**config.mk**
```make
export PLATFORM = sky130hd
export DESIGN_NAME = ttab_event_queue
export DESIGN_NICKNAME = d
export VERILOG_FILES = /design/src/rtl/ttab_event_queue.sv
export SDC_FILE = /design/constraint.sdc
export NUM_CORES = 1
export LEC_CHECK = 0
export BUFFER_PORTS_ARGS = -buffer_cell sky130_fd_sc_hd__buf_4
export CORE_ASPECT_RATIO = 0.8
export CORE_MARGIN = 8
export CORE_UTILIZATION = 25
export DETAILED_ROUTE_END_ITERATION = 8
export PLACE_DENSITY = 0.39
export SYNTH_ARGS = -nofsm -noshare
export SYNTH_HDL_FRONTEND = slang
export SYNTH_SLANG_ARGS = --single-unit
```
**constraint.sdc**
```tcl
create_clock -name SYS_CLK -period 3.6 [get_ports SYS_CLK]
set_clock_uncertainty 0.15 [all_clocks]
set_input_delay 0.54 -clock SYS_CLK [delete_from_list [all_inputs] [get_ports SYS_CLK]]
set_output_delay 0.54 -clock SYS_CLK [all_outputs]
set_load 0.05 [all_outputs]
```
**src/rtl/ttab_event_queue.sv**
```systemverilog
// Trigger-table event queue: buffers {cp_id, trigger_id} words and raises a level irq
// to the control-plane CPU on an occupancy threshold or an age timeout.
module ttab_event_queue #(
    parameter int unsigned DEPTH_WIDTH   = 4,
    parameter int unsigned TIMEOUT_WIDTH = 16
) (
    input  logic        SYS_CLK,
    input  logic        DETECT_RST,
    input  logic        fifo_wvalid,
    output logic        fifo_wready,
    input  logic [15:0] fifo_wdata,
    input  logic        is_this_table,
    input  logic [14:0] col,
    input  logic [14:0] row,
    input  logic [63:0] wdata,
    input  logic        wen,
    output logic [63:0] rdata,
    output logic        irq
);
    localparam int unsigned DEPTH = 2 ** DEPTH_WIDTH;
    localparam logic [DEPTH_WIDTH:0]     FullCount = (DEPTH_WIDTH + 1)'(DEPTH);
    localparam logic [DEPTH_WIDTH:0]     CntOne    = 1;
    localparam logic [DEPTH_WIDTH-1:0]   PtrOne    = 1;
    localparam logic [TIMEOUT_WIDTH-1:0] AgeOne    = 1;
    localparam logic [31:0]              AccOne    = 1;

    logic [15:0]              mem_q [DEPTH];
    logic [15:0]              mem_d [DEPTH];
    logic [DEPTH_WIDTH-1:0]   wptr_q, wptr_d, rptr_q, rptr_d;
    logic [DEPTH_WIDTH:0]     count_q, count_d;
    logic [DEPTH_WIDTH:0]     threshold_q, threshold_d;
    logic [TIMEOUT_WIDTH-1:0] timeout_q, timeout_d;
    logic [TIMEOUT_WIDTH-1:0] age_q, age_d;
    logic [31:0]              accepted_q, accepted_d;
    logic                     irq_en_q, irq_en_d;
    logic                     irq_q, irq_d;

    logic        empty, full, push, pop, reg_we;
    logic [15:0] head_word;

    // Row is meaningless for a single-row table; upper write-data bits carry no field.
    logic unused_bits;
    assign unused_bits = ^{row, wdata[63:TIMEOUT_WIDTH]};

    assign empty       = (count_q == '0);
    assign full        = (count_q == FullCount);
    assign fifo_wready = ~full;
    assign push        = fifo_wvalid & ~full;
    assign reg_we      = wen & is_this_table;
    assign pop         = reg_we & (col == 15'd2) & ~empty;
    assign head_word   = empty ? 16'h0000 : mem_q[rptr_q];
    assign irq         = irq_q;

    always_comb begin
        mem_d       = mem_q;
        wptr_d      = wptr_q;
        rptr_d      = rptr_q;
        count_d     = count_q;
        threshold_d = threshold_q;
        timeout_d   = timeout_q;
        irq_en_d    = irq_en_q;
        accepted_d  = accepted_q;

        if (push) begin
            mem_d[wptr_q] = fifo_wdata;
            wptr_d        = wptr_q + PtrOne;
            accepted_d    = accepted_q + AccOne;
        end
        if (pop) begin
            rptr_d = rptr_q + PtrOne;
        end
        case ({push, pop})
            2'b10:   count_d = count_q + CntOne;
            2'b01:   count_d = count_q - CntOne;
            default: count_d = count_q;
        endcase

        if (reg_we) begin
            case (col)
                15'd3:   irq_en_d    = wdata[0];
                15'd4:   threshold_d = wdata[DEPTH_WIDTH:0];
                15'd5:   timeout_d   = wdata[TIMEOUT_WIDTH-1:0];
                15'd6:   accepted_d  = '0;
                default: ;
            endcase
        end

        if (pop || empty) begin
            age_d = '0;
        end else if (age_q == '1) begin
            age_d = age_q;
        end else begin
            age_d = age_q + AgeOne;
        end

        irq_d = irq_en_q & ~empty &
                (((threshold_q != '0) && (count_q >= threshold_q)) ||
                 ((timeout_q != '0) && (age_q >= timeout_q)));
    end

    always_comb begin
        rdata = '0;
        case (col)
            15'd0:   rdata = {47'b0, ~empty, head_word};
            15'd1:   rdata = {{(63 - DEPTH_WIDTH){1'b0}}, count_q};
            15'd3:   rdata = {63'b0, irq_en_q};
            15'd4:   rdata = {{(63 - DEPTH_WIDTH){1'b0}}, threshold_q};
            15'd5:   rdata = {{(64 - TIMEOUT_WIDTH){1'b0}}, timeout_q};
            15'd6:   rdata = {32'b0, accepted_q};
            15'd7:   rdata = {63'b0, irq_q};
            default: rdata = '0;
        endcase
    end

    // Storage needs no reset: empty pointers mask stale contents.
    always_ff @(posedge SYS_CLK) begin
        mem_q <= mem_d;
    end

    always_ff @(posedge SYS_CLK or posedge DETECT_RST) begin
        if (DETECT_RST) begin
            wptr_q      <= '0;
            rptr_q      <= '0;
            count_q     <= '0;
            threshold_q <= CntOne;
            timeout_q   <= '0;
            age_q       <= '0;
            accepted_q  <= '0;
            irq_en_q    <= 1'b0;
            irq_q       <= 1'b0;
        end else begin
            wptr_q      <= wptr_d;
            rptr_q      <= rptr_d;
            count_q     <= count_d;
            threshold_q <= threshold_d;
            timeout_q   <= timeout_d;
            age_q       <= age_d;
            accepted_q  <= accepted_d;
            irq_en_q    <= irq_en_d;
            irq_q       <= irq_d;
        end
    end

endmodule

```
==> summary.txt, run 1 <==
Timing
  – Fin worst setup slack: -0.140 ns
  – RSZ-0062 raised after global routing: true
  – Final Cycle Share: 104%
  – Final Hold Viols: 0
  – Minimum clock period: 3.74 ns
  – Setup-failing EPs final: 15
  – Slew margin rel.: 56.5%
  – Slew of the pin with the lowest slew margin: 0.652 ns
  – Pins over their slew limit: 0
  – F_max: 0.267 GHz

Yosys
  – Sequential area share after synthesis: 64.6%
  – #FFs+latches synth: 340
  – Post-synth cell types: 51
  – Commonest register cell after synthesis: edfxtp_1
  – Area leader, netlist: edfxtp_1
  – YS warnings: 0
  – Async S/R FF share, synth: 24.7%
  – Synthesized netlist cell count: 992
  – Largest cells by area after synthesis: edfxtp_1, dfrtp_1, mux4_2
  – Synth Cell Area: 15200 sq um
  – Post-synth EDFFs: 256
  – Syn_area_per_cell: 15.3 sq um
  – Top cell type's share of synthesized area: 50.7%

Floorplanning
  – Row count: 80
  – Die Width: 291 um
  – Initial Util: 25.4%
  – Chip Height: 236 um
  – I/O Pins: 181
  – Die Area: 68800 sq um
  – CORE AREA: 59800 sq um

Cells and area
  – Layout Cells excl Fill: 1961
  – Fin util: 31.7%
  – Share of post-route cells with drive strength above 1: 31.9%
  – Final nets: 1299
  – Area growth, synth to finish: 25.0%
  – Fin area: 18900 sq um

Detailed routing
  – DR vias: 8824
  – Post-DR wirelength/cell: 21.1 um
  – Met3 WL: 1690 um
  – Metal1 wirelength: 20300 um
  – Met2 wire length: 18600 um
  – Final ANT Viol Nets: 0
  – # DRC: 0
  – Drt first pass iters: 4
  – Drt total wl: 41400 um
  – Max Used Layer: met5
  – Vias per cell: 4.50
  – Number of DRC markers in iteration 0: 451

Clock tree
  – Clk buf depth: 3
  – Clk slew on worst S/H paths: 0.06 ns
  – CTS tree: done
  – Worst-Skew Late Latency: 0.57 ns
  – Root Driver: clkbuf_16
  – TritonCTS buffer count: 40
  – H-tree depth reported by CTS: 2
  – CTS Sinks: 340

Power and ir drop
  – Worst vdd ir: 0.304 mV
  – Static Leak: 6.75 nW
  – Power per cell area: 542 nW/um^2

Placed design
  – GPL Wtd Cong: 0.736
  – Area after DPL: 17200 sq um
  – Placed cell count: 1881
  – DP HPWL: 27500 um
  – I/O Buffers: 85

Setup path
  – Type of the worst setup path: primary input to output pin
  – CP Cell Sequence: buf_6 > or4_4 > or4_4 > or4b_4 > buf_12 > a211oi_2 > buf_4 > a221o_1 > buf_6
  – Slowest stage cell, crit path: or4_4
  – CP Launch Type: primary input
  – Worst-path fanout max: 14
  – Worst path required time: 2.91 ns
  – WP buf/inv: 4
  – Critical Path AT: 3.05 ns
  – Family with the most delay on the worst path: simple AND/OR/NAND/NOR gates
  – Worst Setup End Kind: output pin
  – Worst path max stage delay: 0.54 ns

Global route
  – Grt ovf: 0
  – Initial antenna violation count: 2
  – Vias in the first global route: 9275
  – First-pass GRT wire length: 62300 um
  – GRT Total Usage: 11.9%
  – Largest net degree at the start of global routing: 70

Outcome
  – Outcome: complete, but fails checks
  – Violated checks: negative setup slack

Min path
  – Hold Path Class: primary input to flop

Job
  – Max cap viols: 0
==> registers in the layout, indices dropped and copies added (netlist names) <==
register     cells
mem_q          256
rptr_q           4
timeout_q       16
accepted_q      32
age_q           16
count_q          5
wptr_q           4
threshold_q      5
irq              1
irq_en_q         1
==> report_power, final <==
| group | internal [W] | switching (W) | total (W) | leakage (nW) |
|---|---|---|---|---|
| Sequential | 0.00464 | 0.000276 | 0.00492 | 3.43 |
| Clock | 0.00231 | 0.00168 | 0.00399 | 0.622 |
| Combinational | 0.000500 | 0.000853 | 0.00135 | 2.70 |
| Total | 0.00745 | 0.00281 | 0.0103 | 6.75 |
==> what timing repair did <==
action | CTS | global route
setup buffers | 4 | 2
gates cloned | 1 | 0
hold endpoints to repair | 15 | 0
gates resized for setup | 58 | 14
hold buffers | 1 | 0
pin swaps | 7 | 1
endpoints found under the setup margin | 17 | 17
==> cells in the final DEF (no fill, tap or decap), types with 13 or more instances in the layout <==
master     Yosys  routed
xor2_1        19      19
inv_1         34      33
o21ai_0       15      15
mux2_2        29      29
a211oi_2       4      16
and2_1        16      16
nand3_1       22      22
mux2i_1       20      15
dfrtp_1       83      80
buf_4         32     131
xnor2_1       24      24
mux4_2        64      64
edfxtp_1     256     256
buf_12         0      14
nor2b_1       15      13
ha_1          32      32
conb_1         1      32
nand2_1       35      35
nand4_1       20      20
clkbuf_16      0      40
nor2_1        64      52
a21oi_1       28      28
buf_6          1      17
==> per-layer routing <==
| metal | vias to the layer above | global-route usage, % |
|---|---|---|
| li1 | 4078 | - |
| met1 | 4519 | 16.9 |
| met2 | 173 | 18.5 |
| met3 | 52 | 2.22 |
| met4 | 2 | 3.45 |
| met5 | - | 0 |
==> area by class of cell <==
cell class,instances,area [sq um]
Antenna cell,1,2.50
Clock buffer,51,1050
Clock inverter,21,234
Fill cell,5853,40800
Inverter,34,129
Multi-Input combinational cell,568,5210
Sequential cell,340,9800
Tap cell,779,975
Timing Repair Buffer,167,1540
==> worst reg2reg max path, delay by kind of cell, from the launching register on <==
kind | cells | cell delay, ns
flip-flops | 1 | 0.46
AND/OR/NAND/NOR | 5 | 1.00
AO/OA/AOI/OAI | 2 | 0.28
XOR/XNOR | 1 | 0.14
buffers and inverters | 2 | 0.36
adder cells (fa/ha/maj) | 2 | 0.47
==> through the flow <==
stage | power (W) | TNS, ns | hold slack, ns | setup slack [ns]
6_report | 0.0103 | -1.21 | 0.0455 | -0.140
5_1_grt | 0.0107 | -2.29 | 0.0139 | -0.238
2_1_floorplan | 0.00576 | -1.27 | 0.335 | -0.255
4_1_cts | 0.0104 | -2.01 | 0.00355 | -0.203
3_5_place_dp | 0.00636 | -4.38 | 0.375 | -0.347
3_3_place_gp | 0.00634 | -4.13 | 0.360 | -0.350
==> Yosys cell counts (all sizes together), types with 15 or more instances <==
cell type	number
a211oi	24
a21oi	28
and2	16
buf	48
clkbuf	33
dfrtp	83
edfxtp	256
ha	32
inv	34
mux2	29
mux2i	20
mux4	64
nand2	35
nand3	22
nand4	20
nor2	64
nor2b	15
o21ai	16
xnor2	24
xor2	19
==> cells by family (layout without fill, tap and decap cells) <==
family,count (synthesis),after routing,share of synthesized area [%]
other cells,1,33,0.0247
compound gates,108,108,5.01
buf+inv,115,273,3.83
simple gates,239,239,8.27
fa+ha+maj,33,33,2.77
flops,340,340,64.6
mux,113,113,13.0
xor+xnor,43,43,2.49
==> path summary, 6_finish.rpt <==
kind	from	cells after the start	slack (ns)	endpoint
max	col[5]	9	-0.14	rdata[8]
min reg2reg	irq_en_q	1	0.39	irq_en_q
min in group asynchronous	DETECT_RST	3	0.32	accepted_q[29]
max reg2reg	count_q[1]	12	0.68	count_q[4]
min	wdata[5]	2	0.05	timeout_q[5]
max in group asynchronous	DETECT_RST	4	2.20	rptr_q[3]
(Power assumes the default switching activity.)
==> inputs of run 2 (changes only) <==
--- a/config.mk
+++ b/config.mk
@@ -10,7 +10,7 @@
 export CORE_MARGIN = 8
 export CORE_UTILIZATION = 25
 export DETAILED_ROUTE_END_ITERATION = 8
-export PLACE_DENSITY = 0.39
+export PLACE_DENSITY = 0.4
 export SYNTH_ARGS = -nofsm -noshare
 export SYNTH_HDL_FRONTEND = slang
 export SYNTH_SLANG_ARGS = --single-unit
==> constraint.sdc (replaced) <==
create_clock -name SYS_CLK -period 3 [get_ports SYS_CLK]
set_clock_uncertainty 0.15 [all_clocks]
set_input_delay 0.45 -clock SYS_CLK [delete_from_list [all_inputs] [get_ports SYS_CLK]]
set_output_delay 0.45 -clock SYS_CLK [all_outputs]
set_load 0.05 [all_outputs]
==> run 2 against run 1 <==
Effect of this change:
- the flow still finishes with violations (negative setup slack)
- global-route usage increased by 0.24 points
- non-clock buffer count increased by 59
- clock power increased by 28%
- worst setup slack got worse by 0.37 ns
- total power increased by 25%
- hold slack got worse by 0.016 ns
- via count increased by 3.6%
- sequential share of layout area decreased by 2.6 points
- sequential cell count unchanged
- cell count increased by 2.5%
- utilization increased by 1.7 points
- register-to-register slack got worse by 0.56 ns
==> summary.txt, run 2 (synthesized netlist as in run 1, its figures left out) <==
Outcome
  – Outcome: complete, but fails checks
  – Violated checks: negative setup slack

Detailed routing
  – Number of DRC markers in iteration 0: 527 (+17%)
  – # DRC: 0 (unchanged)
  – Final ANT Viol Nets: 0 (unchanged)
  – Vias per cell: 4.55 (+1.1%)
  – Post-DR wirelength/cell: 21.3 um (+0.89%)
  – DR vias: 9145 (+3.6%)
  – Drt first pass iters: 4 (unchanged)
  – Drt total wl: 42800 um (+3.4%)

Global route
  – Largest net degree at the start of global routing: 41 (-41%)
  – First-pass GRT wire length: 64200 um (+3.0%)
  – Grt ovf: 0 (unchanged)
  – Vias in the first global route: 9645 (+4.0%)
  – GRT Total Usage: 12.2% (+0.24 points)
  – Initial antenna violation count: 1 (-1)

Cells and area
  – Commonest non-fill, non-tap cell in the layout: edfxtp_1
  – Fin area: 19900 sq um (+5.3%)
  – Biggest regs: mem_q x256, accepted_q x32
  – Reg with most FFs: mem_q
  – Ant diodes: 0 (-1)
  – Max FFs per register: 256 (unchanged)
  – Most frequent cells in the layout: edfxtp_1, buf_4, dfrtp_1
  – Area growth, synth to finish: 31.6%
  – Final nets: 1356 (+4.4%)
  – Share of post-route cells with drive strength above 1: 37.0% (+5.0 points)

Floorplanning
  – Row count: 80 (unchanged)
  – Die Width: 291 um (unchanged)
  – Initial Util: 25.4% (unchanged)
  – I/O Pins: 181 (unchanged)
  – Die Area: 68800 sq um (unchanged)
  – CORE AREA: 59800 sq um (unchanged)
  – Chip Height: 236 um (unchanged)

Setup path
  – CP Cell Sequence: buf_6 > or4_4 > or4_4 > or4b_4 > buf_12 > a211oi_1 > a221o_2 > buf_8
  – Worst path required time: 2.40 ns (-0.51 ns)
  – CP Launch Type: primary input
  – Slowest stage cell, crit path: or4b_4
  – Family with the most delay on the worst path: simple AND/OR/NAND/NOR gates
  – Worst-path fanout max: 6 (-8)
  – Worst path max stage delay: 0.58 ns (+0.04 ns)
  – Worst R2R Setup Slack: 0.12 ns (-0.56 ns)
  – Worst Setup End Kind: output pin
  – CP dominant cell by count: or4_4
  – WP buf/inv: 3 (-1)
  – Critical Path AT: 2.91 ns (-0.14 ns)
  – Critical R2R Launch: count_q[1]
  – Type of the worst setup path: primary input to output pin
  – Depth of the most critical reg-to-reg path: 7 (-5)
  – Worst R2R End: mem_q[7]

Timing
  – Minimum clock period: 3.51 ns
  – Final Hold Viols: 0 (unchanged)
  – Pins over their slew limit: 0 (unchanged)
  – Fin worst setup slack: -0.511 ns (-0.371 ns)
  – RSZ-0062 raised after global routing: true
  – Final Cycle Share: 117%
  – Slew margin rel.: 20.0% (-36 points)
  – Slew of the pin with the lowest slew margin: 1.20 ns (+0.546 ns)
  – F_max: 0.285 GHz
  – Setup TNS: -7.86 ns (-6.65 ns)
  – Setup-failing EPs final: 31 (+16)

Power and ir drop
  – Worst vdd ir: 0.389 mV (+28%)
  – Static Leak: 7.20 nW (+6.6%)
  – Power per cell area: 643 nW/um^2 (+19%)

Clock tree
  – Clk buf depth: 3 (unchanged)
  – H-tree depth reported by CTS: 2 (unchanged)
  – TritonCTS buffer count: 38 (-5.0%)
  – Worst-Skew Late Latency: 0.54 ns (-0.03 ns)
  – Clk slew on worst S/H paths: 0.06 ns (about the same)
  – CTS Sinks: 340 (unchanged)
  – CTS tree: done
  – Root Driver: clkbuf_16

Min path
  – Hold path endpoint: timeout_q[3]
  – Hold Path Origin: wdata[3]
  – Worst Hold Depth: 2 (unchanged)
  – Hold Path Class: primary input to flop

Placed design
  – Area after DPL: 17600 sq um (+2.6%)
  – GPL Wtd Cong: 0.759 (+3.2%)
  – DP HPWL: 28400 um (+3.2%)
  – Worst slack, placed: -0.602 ns (-0.254 ns)
  – I/O Buffers: 85 (unchanged)

Job
  – Max cap viols: 0 (unchanged)
[run 2: changes by cell type in the layout (fill, tap and decap cells not counted), moves of 5 or more]
| cell | delta |
|---|---|
| a221o_1 | -7 |
| a221o_2 | +7 |
| and2_1 | -15 |
| and2_4 | +15 |
| buf_12 | +8 |
| buf_4 | +13 |
| buf_6 | -5 |
| buf_8 | +26 |
| bufinv_16 | +5 |
| clkbuf_1 | -7 |
| dlygate4sd3_1 | +13 |
[run 2: through the flow]
| step | total power, W | hold slack [ns] | instances | utilization (%) |
|---|---|---|---|---|
| finish | 0.0128 | 0.0296 | 2010 | 33.4 |
| detailed placement | 0.00778 | 0.353 | 1915 | 29.5 |
| floorplan | 0.00693 | 0.335 | 1023 | - |
| global route | 0.0134 | 0.0101 | 2010 | 33.4 |
| global placement | 0.00777 | 0.353 | 1915 | 29.5 |
| CTS | 0.0130 | 0.00100 | 1999 | 32.6 |
[run 2: routing by layer]
| metal | wire length, um | GRT usage (%) |
|---|---|---|
| met5 | 9 | 0 |
| met4 | 825 | 2.71 |
| met3 | 2020 | 2.40 |
| met2 | 18800 | 18.5 |
| met1 | 21100 | 17.8 |
[run 2: worst max-delay path by stage]
stage	cells past startpoint	from	slack [ns]	to
6_report	8	col[5]	-0.51	rdata[11]
5_1_grt	8	col[5]	-0.58	rdata[11]
4_1_cts	9	rptr_q[0]	-0.50	rdata[9]
3_5_place_dp	8	col[5]	-0.60	rdata[13]
3_3_place_gp	13	col[5]	-0.60	count_q[4]
2_1_floorplan	7	col[5]	-0.30	rdata[12]
[run 2: final cells by class]
class | count | area, sq um
Multi-Input combinational cell | 568 | 5330
Clock buffer | 44 | 1040
Inverter | 34 | 129
Sequential cell | 340 | 9800
Tap cell | 779 | 975
Clock inverter | 19 | 310
Fill cell | 5797 | 39800
Timing Repair Buffer | 226 | 2360
[run 2: timing repair]
| action | 4_1_cts | 5_1_grt |
|---|---|---|
| setup endpoints to repair | 18 | 33 |
| gates cloned | 2 | 3 |
| pin swaps | 7 | 8 |
| setup buffers | 6 | 9 |
| endpoints found under the hold margin | 35 | 0 |
| hold buffers | 14 | 0 |
| resized for setup | 72 | 76 |
[run 2: worst register-to-register path, cell delays in order (launching register included)]
cell and delay, ns:
dfrtp_1 0.39, nor4_4 0.08, buf_4 0.16, a21oi_1 0.20, buf_4 0.22, nand2_1 0.13
nor2_2 0.94, buf_4 0.35
[run 2: power by group]
part	internal [W]	total (W)	switching [W]
combinational	0.000733	0.00187	0.00113
clock	0.00316	0.00510	0.00194
sequential	0.00557	0.00586	0.000284
